--- config.mk ---
export PLATFORM = sky130hd
export DESIGN_NAME = sobel_dma_ctrl_flat
export DESIGN_NICKNAME = d
export VERILOG_FILES = /design/src/rtl/sobel_pkg.sv /design/src/rtl/sobel_dma_ctrl_if.sv /design/src/rtl/sobel_byte_pack.sv /design/src/rtl/sobel_dma_ctrl.sv /design/src/flat_wrapper.sv
export SDC_FILE = /design/constraint.sdc
export NUM_CORES = 1
export LEC_CHECK = 0
export CAP_MARGIN = 20
export CORE_UTILIZATION = 56
export DETAILED_ROUTE_END_ITERATION = 10
export PLACE_DENSITY = 0.86
export SLEW_MARGIN = 10
export SYNTH_ARGS = -nofsm -noshare
export SYNTH_HDL_FRONTEND = slang
export SYNTH_SLANG_ARGS = --single-unit
export TNS_END_PERCENT = 100
--- constraint.sdc ---
create_clock -name clk -period 6.5 [get_ports clk]
set_clock_uncertainty 0.2 [all_clocks]
set_input_delay 1.95 -clock clk [delete_from_list [all_inputs] [get_ports clk]]
set_output_delay 1.95 -clock clk [all_outputs]
set_load 0.02 [all_outputs]
--- src/rtl/sobel_pkg.sv ---
// Shared types and constants for the Sobel frame DMA controller.
package sobel_pkg;
  localparam int ADR_W = 22;
  localparam int DAT_W = 32;
  localparam int CNT_W = 17;
  localparam int unsigned IMG_BYTES_DEF = 32'h4B000;

  typedef enum logic [2:0] {
    IDLE, RD_REQ, RD_WAIT, WR_REQ, WR_WAIT, FINISH
  } state_e;

  // Byte address of word number cnt above base; wraps modulo 2^ADR_W.
  function automatic logic [ADR_W-1:0] word_adr(input logic [ADR_W-1:0] base,
                                                input logic [CNT_W-1:0] cnt);
    logic [ADR_W-1:0] off;
    off = ADR_W'({cnt, 2'b00});
    return base + off;
  endfunction
endpackage

--- src/rtl/sobel_dma_ctrl_if.sv ---
// Memory bus plus pixel/result streams between the DMA controller and its peers.
interface sobel_dma_ctrl_if;
  import sobel_pkg::*;
  logic [ADR_W-1:0] mem_adr_o;
  logic [DAT_W-1:0] mem_dat_i;
  logic [DAT_W-1:0] mem_dat_o;
  logic             we;
  logic             ack_out;
  logic             readstart;
  logic             done;
  logic [7:0]       pix_o;
  logic             pix_valid;
  logic             pix_ready;
  logic [7:0]       res_i;
  logic             res_valid;
  logic             res_ready;

  modport master (
    output mem_adr_o, mem_dat_o, we, ack_out, readstart, done,
    output pix_o, pix_valid, res_ready,
    input  mem_dat_i, pix_ready, res_i, res_valid
  );

  modport slave (
    input  mem_adr_o, mem_dat_o, we, ack_out, readstart, done,
    input  pix_o, pix_valid, res_ready,
    output mem_dat_i, pix_ready, res_i, res_valid
  );
endinterface

--- src/rtl/sobel_byte_pack.sv ---
// 32-bit word <-> byte stream shifter. PACK=1 gathers bytes into a word,
// PACK=0 loads a word and emits it MSB byte first.
module sobel_byte_pack #(
  parameter bit PACK  = 1'b1,
  parameter int OUT_W = PACK ? 32 : 8
) (
  input  logic             clk,
  input  logic             rst,
  input  logic             ld_i,
  input  logic [31:0]      word_i,
  input  logic             step_i,
  input  logic [7:0]       byte_i,
  output logic [OUT_W-1:0] data_o,
  output logic [2:0]       cnt_o
);
  logic [31:0] word_q, word_d;
  logic [2:0]  cnt_q, cnt_d;

  // Both directions shift left; the unpacker just has zeros fed in at byte_i.
  always_comb begin
    word_d = word_q;
    cnt_d  = cnt_q;
    if (ld_i) begin
      word_d = word_i;
      cnt_d  = PACK ? 3'd0 : 3'd4;
    end else if (step_i) begin
      word_d = {word_q[23:0], byte_i};
      cnt_d  = PACK ? cnt_q + 3'd1 : cnt_q - 3'd1;
    end
  end

  always_ff @(posedge clk or negedge rst) begin
    if (!rst) begin
      word_q <= '0;
      cnt_q  <= '0;
    end else begin
      word_q <= word_d;
      cnt_q  <= cnt_d;
    end
  end

  assign data_o = word_q[31 -: OUT_W];
  assign cnt_o  = cnt_q;
endmodule

--- src/rtl/sobel_dma_ctrl.sv ---
// Frame DMA: streams source words to the Sobel core byte by byte and packs
// result bytes back into words, one memory transfer at a time.
module sobel_dma_ctrl import sobel_pkg::*; #(
  parameter int unsigned      IMG_BYTES = IMG_BYTES_DEF,
  parameter logic [ADR_W-1:0] RD_BASE   = '0,
  parameter logic [ADR_W-1:0] WR_BASE   = '0
) (
  input  logic              clk,
  input  logic              rst,
  input  logic              start,
  output logic              busy,
  output logic              frame_done,
  sobel_dma_ctrl_if.master  bus
);
  localparam logic [CNT_W-1:0] N_WORDS = CNT_W'(IMG_BYTES / 4);

  state_e           state_q, state_d;
  logic             run_q, run_d;
  logic [CNT_W-1:0] rd_cnt_q, rd_cnt_d;
  logic [CNT_W-1:0] wr_cnt_q, wr_cnt_d;

  logic [2:0]  in_cnt, pk_cnt;
  logic [7:0]  in_byte;
  logic [31:0] pk_word;
  logic        pix_step, res_step, in_empty, pk_full;

  assign in_empty      = (in_cnt == 3'd0);
  assign pk_full       = (pk_cnt == 3'd4);
  assign bus.pix_valid = !in_empty;
  assign bus.pix_o     = in_byte;
  assign bus.res_ready = run_q && !pk_full;
  assign pix_step      = bus.pix_valid && bus.pix_ready;
  assign res_step      = bus.res_valid && bus.res_ready;

  sobel_byte_pack #(.PACK(1'b0)) u_unpack (
    .clk(clk), .rst(rst), .ld_i(state_q == RD_WAIT), .word_i(bus.mem_dat_i),
    .step_i(pix_step), .byte_i(8'h00), .data_o(in_byte), .cnt_o(in_cnt)
  );

  sobel_byte_pack #(.PACK(1'b1)) u_pack (
    .clk(clk), .rst(rst), .ld_i(state_q == WR_WAIT), .word_i(32'h0),
    .step_i(res_step), .byte_i(bus.res_i), .data_o(pk_word), .cnt_o(pk_cnt)
  );

  // IDLE with run_q set is the in-frame arbitration/wait point.
  always_comb begin
    state_d  = state_q;
    run_d    = run_q;
    rd_cnt_d = rd_cnt_q;
    wr_cnt_d = wr_cnt_q;
    case (state_q)
      IDLE: begin
        if (!run_q) begin
          if (start) begin
            state_d  = RD_REQ;
            run_d    = 1'b1;
            rd_cnt_d = '0;
            wr_cnt_d = '0;
          end
        end else if (pk_full) begin
          state_d = WR_REQ;
        end else if (in_empty && rd_cnt_q < N_WORDS) begin
          state_d = RD_REQ;
        end
      end
      RD_REQ:  state_d = RD_WAIT;
      RD_WAIT: begin
        state_d  = IDLE;
        rd_cnt_d = rd_cnt_q + CNT_W'(1);
      end
      WR_REQ:  state_d = WR_WAIT;
      WR_WAIT: begin
        wr_cnt_d = wr_cnt_q + CNT_W'(1);
        if (wr_cnt_d == N_WORDS) begin
          state_d = FINISH;
          run_d   = 1'b0;
        end else begin
          state_d = IDLE;
        end
      end
      FINISH:  state_d = IDLE;
      default: state_d = IDLE;
    endcase
  end

  always_ff @(posedge clk or negedge rst) begin
    if (!rst) begin
      state_q  <= IDLE;
      run_q    <= 1'b0;
      rd_cnt_q <= '0;
      wr_cnt_q <= '0;
    end else begin
      state_q  <= state_d;
      run_q    <= run_d;
      rd_cnt_q <= rd_cnt_d;
      wr_cnt_q <= wr_cnt_d;
    end
  end

  // Address/data are held through the WAIT state; only the strobe is single-cycle.
  always_comb begin
    bus.mem_adr_o = '0;
    bus.mem_dat_o = '0;
    bus.we        = 1'b0;
    bus.ack_out   = 1'b0;
    bus.done      = 1'b0;
    case (state_q)
      RD_REQ, RD_WAIT: begin
        bus.mem_adr_o = word_adr(RD_BASE, rd_cnt_q);
        bus.ack_out   = (state_q == RD_REQ);
      end
      WR_REQ, WR_WAIT: begin
        bus.mem_adr_o = word_adr(WR_BASE, wr_cnt_q);
        bus.mem_dat_o = pk_word;
        bus.we        = 1'b1;
        bus.done      = 1'b1;
        bus.ack_out   = (state_q == WR_REQ);
      end
      default: ;
    endcase
  end

  assign busy          = run_q;
  assign bus.readstart = run_q;
  assign frame_done    = (state_q == FINISH);
endmodule

--- src/flat_wrapper.sv ---
// flat-port wrapper written by rule: the top's interface ports become plain ports
module sobel_dma_ctrl_flat import sobel_pkg::*;
#(
  parameter int unsigned      IMG_BYTES = IMG_BYTES_DEF,
  parameter logic [ADR_W-1:0] RD_BASE   = '0,
  parameter logic [ADR_W-1:0] WR_BASE   = '0
)
  (clk, rst, start, busy, frame_done, bus_mem_adr_o, bus_mem_dat_o, bus_we, bus_ack_out, bus_readstart, bus_done, bus_pix_o, bus_pix_valid, bus_res_ready, bus_mem_dat_i, bus_pix_ready, bus_res_i, bus_res_valid);
  sobel_dma_ctrl_if bus_i ();
  input  logic clk;
  input  logic rst;
  input  logic start;
  output logic busy;
  output logic frame_done;
  output wire logic [$bits(bus_i.mem_adr_o)-1:0] bus_mem_adr_o;
  output wire logic [$bits(bus_i.mem_dat_o)-1:0] bus_mem_dat_o;
  output wire logic [$bits(bus_i.we)-1:0] bus_we;
  output wire logic [$bits(bus_i.ack_out)-1:0] bus_ack_out;
  output wire logic [$bits(bus_i.readstart)-1:0] bus_readstart;
  output wire logic [$bits(bus_i.done)-1:0] bus_done;
  output wire logic [$bits(bus_i.pix_o)-1:0] bus_pix_o;
  output wire logic [$bits(bus_i.pix_valid)-1:0] bus_pix_valid;
  output wire logic [$bits(bus_i.res_ready)-1:0] bus_res_ready;
  input wire logic [$bits(bus_i.mem_dat_i)-1:0] bus_mem_dat_i;
  input wire logic [$bits(bus_i.pix_ready)-1:0] bus_pix_ready;
  input wire logic [$bits(bus_i.res_i)-1:0] bus_res_i;
  input wire logic [$bits(bus_i.res_valid)-1:0] bus_res_valid;
  assign bus_mem_adr_o = bus_i.mem_adr_o;
  assign bus_mem_dat_o = bus_i.mem_dat_o;
  assign bus_we = bus_i.we;
  assign bus_ack_out = bus_i.ack_out;
  assign bus_readstart = bus_i.readstart;
  assign bus_done = bus_i.done;
  assign bus_pix_o = bus_i.pix_o;
  assign bus_pix_valid = bus_i.pix_valid;
  assign bus_res_ready = bus_i.res_ready;
  assign bus_i.mem_dat_i = bus_mem_dat_i;
  assign bus_i.pix_ready = bus_pix_ready;
  assign bus_i.res_i = bus_res_i;
  assign bus_i.res_valid = bus_res_valid;
  sobel_dma_ctrl #(.IMG_BYTES(IMG_BYTES), .RD_BASE(RD_BASE), .WR_BASE(WR_BASE)) u_core (.clk(clk), .rst(rst), .start(start), .busy(busy), .frame_done(frame_done), .bus(bus_i));
endmodule
Word level (Yosys, flattened, before mapping)
Index checks and enable logic that the tools add are counted.
{"block": "word_totals", "reg_bits": 108, "output_inout_bits": 70, "wordCells": 69}
{"block": "classes", "n_addsub": 4, "n_lt_le_gt_ge": 1, "n_eq_ne": 12, "mux": 26, "reduce_logical": 18}
{"operator": "2-to-1 mux 32 bit", "n": 5}
{"operator": "one-hot mux 17 bit (2 select lines)", "n": 2}
{"operator": "one-hot mux 19 bit (2 select lines)", "n": 1}
{"operator": "adder 17 x 1 -> 17 bit (second input constant)", "n": 2}
{"operator": "2-to-1 mux 17 bit", "n": 2}
{"operator": "2-to-1 mux 3 bit", "n": 9}
{"operator": "== test 17 bit (second input constant)", "n": 1}
{"operator": "less-than comparator 17 bit (second input constant)", "n": 1}
{"operator": "one-hot mux 3 bit (4 select lines)", "n": 1}
{"operator": "== test 3 bit (second input constant)", "n": 3}
{"operator": "nonzero test 2 bit", "n": 4}
{"operator": "== test 3 x 2 -> 1 bit (second input constant)", "n": 2}
{"operator": "logical NOT 3 bit", "n": 2}
{"operator": "AND reduction 3 bit", "n": 2}
{"operator": "logical AND 1 bit", "n": 4}
{"operator": "2-to-1 mux 1 bit", "n": 4}
{"operator": "!= test 2 bit (second input constant)", "n": 2}
{"operator": "!= test 4 bit (second input constant)", "n": 1}
{"operator": "one-hot mux 1 bit (2 select lines)", "n": 2}
{"operator": "AND reduction 2 bit", "n": 2}
{"operator": "OR reduction 2 bit", "n": 2}
{"operator": "adder 3 x 1 -> 3 bit (second input constant)", "n": 1}
{"operator": "== test 3 x 1 -> 1 bit (second input constant)", "n": 1}
{"operator": "!= test 3 x 2 -> 1 bit (second input constant)", "n": 1}
{"operator": "other kinds (3)", "n": 4}

Depth between registers and ports, before layout
{"block": "depth", "word_depth": 6, "depth_mapped": 9, "depth_no_buf": 7}

By module
A second synthesis with hierarchy kept.
{"block": "hier_totals", "hier_cells": 647, "area_unflattened_um2": 6055.8}
{"module": "sobel_dma_ctrl", "n_inst": 1, "cells_each": 336, "area_per_inst_um2": 2710.1}
{"module": "sobel_byte_pack at u_core.u_unpack", "n_inst": 1, "cells_each": 161, "area_per_inst_um2": 1714.1}
{"module": "sobel_byte_pack at u_core.u_pack", "n_inst": 1, "cells_each": 150, "area_per_inst_um2": 1631.6}

Least setup slack after synthesis
OpenSTA, ideal clock, no wires.
{"block": "synth_timing", "kind": "register to output", "from": "register u_core.state_q[0]", "to": "output port bus_mem_dat_o[22]", "t_arrival_ns": 1.644, "required_ns": 4.350, "slack_ns": 2.706, "path_stages_with_launch": 7, "cell_sequence": "dfrtp_1 buf_2 nor2_1 nand2_1 nand2_1 clkbuf_1 and2_1"}
{"block": "synth_via", "elab_chain_cells": 3}
{"element": "from (decl)", "line_no": "sobel_dma_ctrl.sv:17", "text": "state_e state_q, state_d;"}
{"element": "from (signal assigned)", "line_no": "sobel_dma_ctrl.sv:93", "text": "state_q <= state_d;"}
{"element": "== test 3 bit or == test 3 x 2 -> 1 bit (tied branches)", "line_no": "sobel_dma_ctrl.sv:107", "text": "case (state_q)"}
{"element": "OR reduction 2 bit *", "line_no": "sobel_dma_ctrl.sv:107"}
{"element": "2-to-1 mux 32 bit *", "line_no": "sobel_dma_ctrl.sv:107"}
{"element": "to (decl)", "line_no": "flat_wrapper.sv:16", "text": "output wire logic [$bits(bus_i.mem_dat_o)-1:0] bus_mem_dat_o;"}
Every way passes the cells marked *; elsewhere a longest branch is shown, timed or not.

Final worst setup path
{"block": "layout_timing", "from": "register u_core.state_q[0]", "to": "output port bus_mem_dat_o[31]"}
Same word-level chain as after synthesis.

==> impl_metrics.py <==
metrics = {
    "logic_synthesis": {
        "ys_seq_elements": 108,
        "yosys.area.top_type": "dfrtp_1",
        "async_flop_share": 1.00,
        "synthTopCellsByArea": "dfrtp_1, nand2_1, o21ai_0",
        "synth_cells": 615,
        "synth_top_cell_area_share": 0.484,
        "synth_edf_count": 0,
        "synthFlopType": "dfrtp_1",
        "synth_cell_type_count": 51,
        "synth.avg_cell_area_um2": 9.07,
        "syn_area_um2": 5580,
        "synth-seq-area-share": 0.484,
        "yosysWarningCount": 0,
    },
    "critical_path": {
        "setup.worst_path.end_class": "output pin",
        "crit_type": "reg -> out",
        "r2r_slack_ns": 3.52,
        "crit_required_ns": 4.35,
        "crit_chain": "nor2_1 > nand2_1 > nand2_1 > buf_4 > and2_1 > clkdlybuf4s50_1",
        "cp_slowest_cell": "clkdlybuf4s50_1",
        "cp_num_buf_inv": 2,
        "cp_top_family": "simple AND/OR/NAND/NOR gates",
        "cp_max_fo": 34,
        "start_kind": "flip-flop",
        "cp_common_cell": "nand2_1",
        "max_stage_delay_ns": 0.61,
        "critPathArrivalTime_ns": 3.31,
    },
    "finish": {
        "multi_input_area_um2": 2570,
        "final-instance-count-excl-fill": 825,
        "seqCellArea_um2": 2700,
        "fin_nets": 738,
        "nFillCells": 739,
        "final_common_cell": "nand2_1",
        "area_growth_pct": 21.8,
        "layout_common_cells": "nand2_1, clkdlybuf4s50_1, dfrtp_1",
        "antenna_cells": 0,
        "drive_gt1_frac": 0.0477,
        "utilization": 0.699,
    },
    "cts": {
        "cts_resized": 0,
        "post_cts_buffers": 0,
        "insertion_delay_ns": 0.39,
        "path_clk_slew_ns": 0.10,
        "cts_tree": "yes",
        "clockBufferDepth": 2,
        "clock_tree.root_cell": "clkbuf_8",
        "cts_max_level": 3,
        "cts-hold-fix-buffers": 0,
        "numCtsBuffers": 9,
        "cts.sinks": 108,
    },
    "power": {
        "powerDensity_nw_per_um2": 363,
        "p_clk_frac": 0.162,
        "p_comb_frac": 0.364,
        "peakVddDrop_mv": 0.187,
        "power.total_mw": 2.47,
        "netSwitchingPower_mw": 1.01,
        "p_seq_frac": 0.474,
        "switching_share": 0.411,
        "leakage_nw": 2.98,
        "internal_power_mw": 1.46,
    },
    "sta": {
        "worst_pin_slew_ns": 1.07,
        "tns_ns": 0,
        "hold_viol_final": 0,
        "fmax_mhz": 183,
        "fin_crit_sh": 0.840,
        "fin_crit_ns": 5.46,
        "slew_headroom": 0.283,
        "rsz0062_at_grt": "no",
        "drv_slew": 0,
        "setup_viol": 0,
    },
    "floorplanning": {
        "dieHeight_um": 102,
        "coreArea_um2": 9730,
        "io_pins": 115,
        "die_w_um": 102,
        "rows": 36,
        "initial_core_util": 0.574,
        "fp.dieArea_um2": 10400,
    },
    "global_routing": {
        "grt_pass1_wl_um": 20600,
        "grt_max_degree": 70,
        "grt.total_usage": 0.256,
        "globalRoute.totalOverflow": 0,
        "grt_pass1_vias": 4385,
        "antenna_found_initial": 0,
    },
    "drt": {
        "drc_errors": 0,
        "drt_first_pass_iters": 4,
        "postRouteAntennaNets": 0,
        "drtIter0Drc": 332,
        "viasPerCell": 5.74,
        "routedWlPerCell_um": 16.0,
        "vias": 4737,
        "wirelength_um": 13200,
    },
    "status": {
        "status": "completed",
    },
    "place": {
        "port_buffers": 109,
        "hpwl_um": 8980,
        "gp_congestion": 0.899,
        "dp.cells": 808,
    },
    "hold_path": {
        "hold_class": "reg -> reg",
    },
    "run": {
        "cap_violations": 0,
    },
}
## registers in the layout, indices dropped and copies added (netlist names)
signal,count
u_core.u_unpack.word_q,32
u_core.u_pack.data_o,32
u_core.state_q,3
u_core.u_pack.cnt_o,3
u_core.rd_cnt_q,17
u_core.bus.readstart,1
u_core.wr_cnt_q,17
u_core.u_unpack.cnt_o,3
## area by class of cell
class / instances / share of cell area
sequential: 108 / 0.397
multi-input combinational: 445 / 0.378
timing repair buffer: 115 / 0.168
tap: 133 / 0.0245
clock buffer: 9 / 0.0182
clock inverter: 7 / 0.00920
inverter: 8 / 0.00442
## routing by layer
layer / routed length (µm) / global-route usage
met2: 6360 / 0.417
met1: 5730 / 0.344
met3: 875 / 0.0540
met4: 242 / 0.0846
met5: 0 / 0
## cell families after synthesis
logic type                 count (synthesis)  share of synthesized area
adders and majority gates                  6                     0.0135
AOI/OAI and AO/OA                        160                      0.174
DFF                                      108                      0.484
muxes                                     24                     0.0430
other                                      1                   0.000672
xor gates and xnor gates                  16                     0.0251
and+or+nand+nor                          234                      0.201
buffers and inverters                     66                     0.0583
## power groups by stage
| stage | combinational, mW | clock [mW] | sequential [mW] |
|---|---|---|---|
| final | 0.899 | 0.401 | 1.17 |
| after CTS | 0.896 | 0.402 | 1.16 |
| after global routing | 0.998 | 0.431 | 1.20 |
| after detailed placement | 0.892 | 0 | 1.17 |
| after global placement | 0.851 | 0 | 1.16 |
| after floorplan | 0.718 | 0 | 1.06 |
## metrics by stage
step                      setup WS (ns)  instance area (µm²)  hold slack, ns
after global placement             1.66                 6600           0.283
final                              1.04                 6800           0.309
after CTS                          1.05                 6780           0.313
after floorplan                    2.71                 5600           0.265
after detailed placement           1.49                 6600           0.282
after global routing              0.789                 6800           0.344
## cells in the mapped netlist, types with 7 or more instances
cell type / count
a21oi_1: 41
a22o_1: 27
a31oi_1: 12
and2_1: 34
and3_1: 9
buf_2: 7
buf_4: 16
clkbuf_1: 31
dfrtp_1: 108
inv_1: 8
mux2i_1: 24
nand2_1: 116
nand3_1: 10
nand4_1: 13
nor2_1: 28
o21ai_0: 63
xnor2_1: 7
xor2_1: 9
## worst register-to-register path: stages (launching register included)
cell,delay [ns]
dfrtp_1,0.52
ha_1,0.50
nand4_1,0.28
nor4_4,0.43
xor2_1,0.12
a2111oi_2,0.43
nand4_1,0.22
o21a_1,0.18
## final timing paths
path | endpoint | startpoint | cells past startpoint
max | bus_mem_dat_o[31] | u_core.state_q[0] | 6
min | u_core.u_unpack.word_q[2] | u_core.u_unpack.word_q[2] | 1
max reg2reg | u_core.bus.readstart | u_core.wr_cnt_q[1] | 7
min reg2reg | u_core.u_unpack.word_q[2] | u_core.u_unpack.word_q[2] | 1
max in group asynchronous | u_core.state_q[0] | rst | 2
min in group asynchronous | u_core.wr_cnt_q[15] | rst | 1
Power figures use the tool's default switching activity.
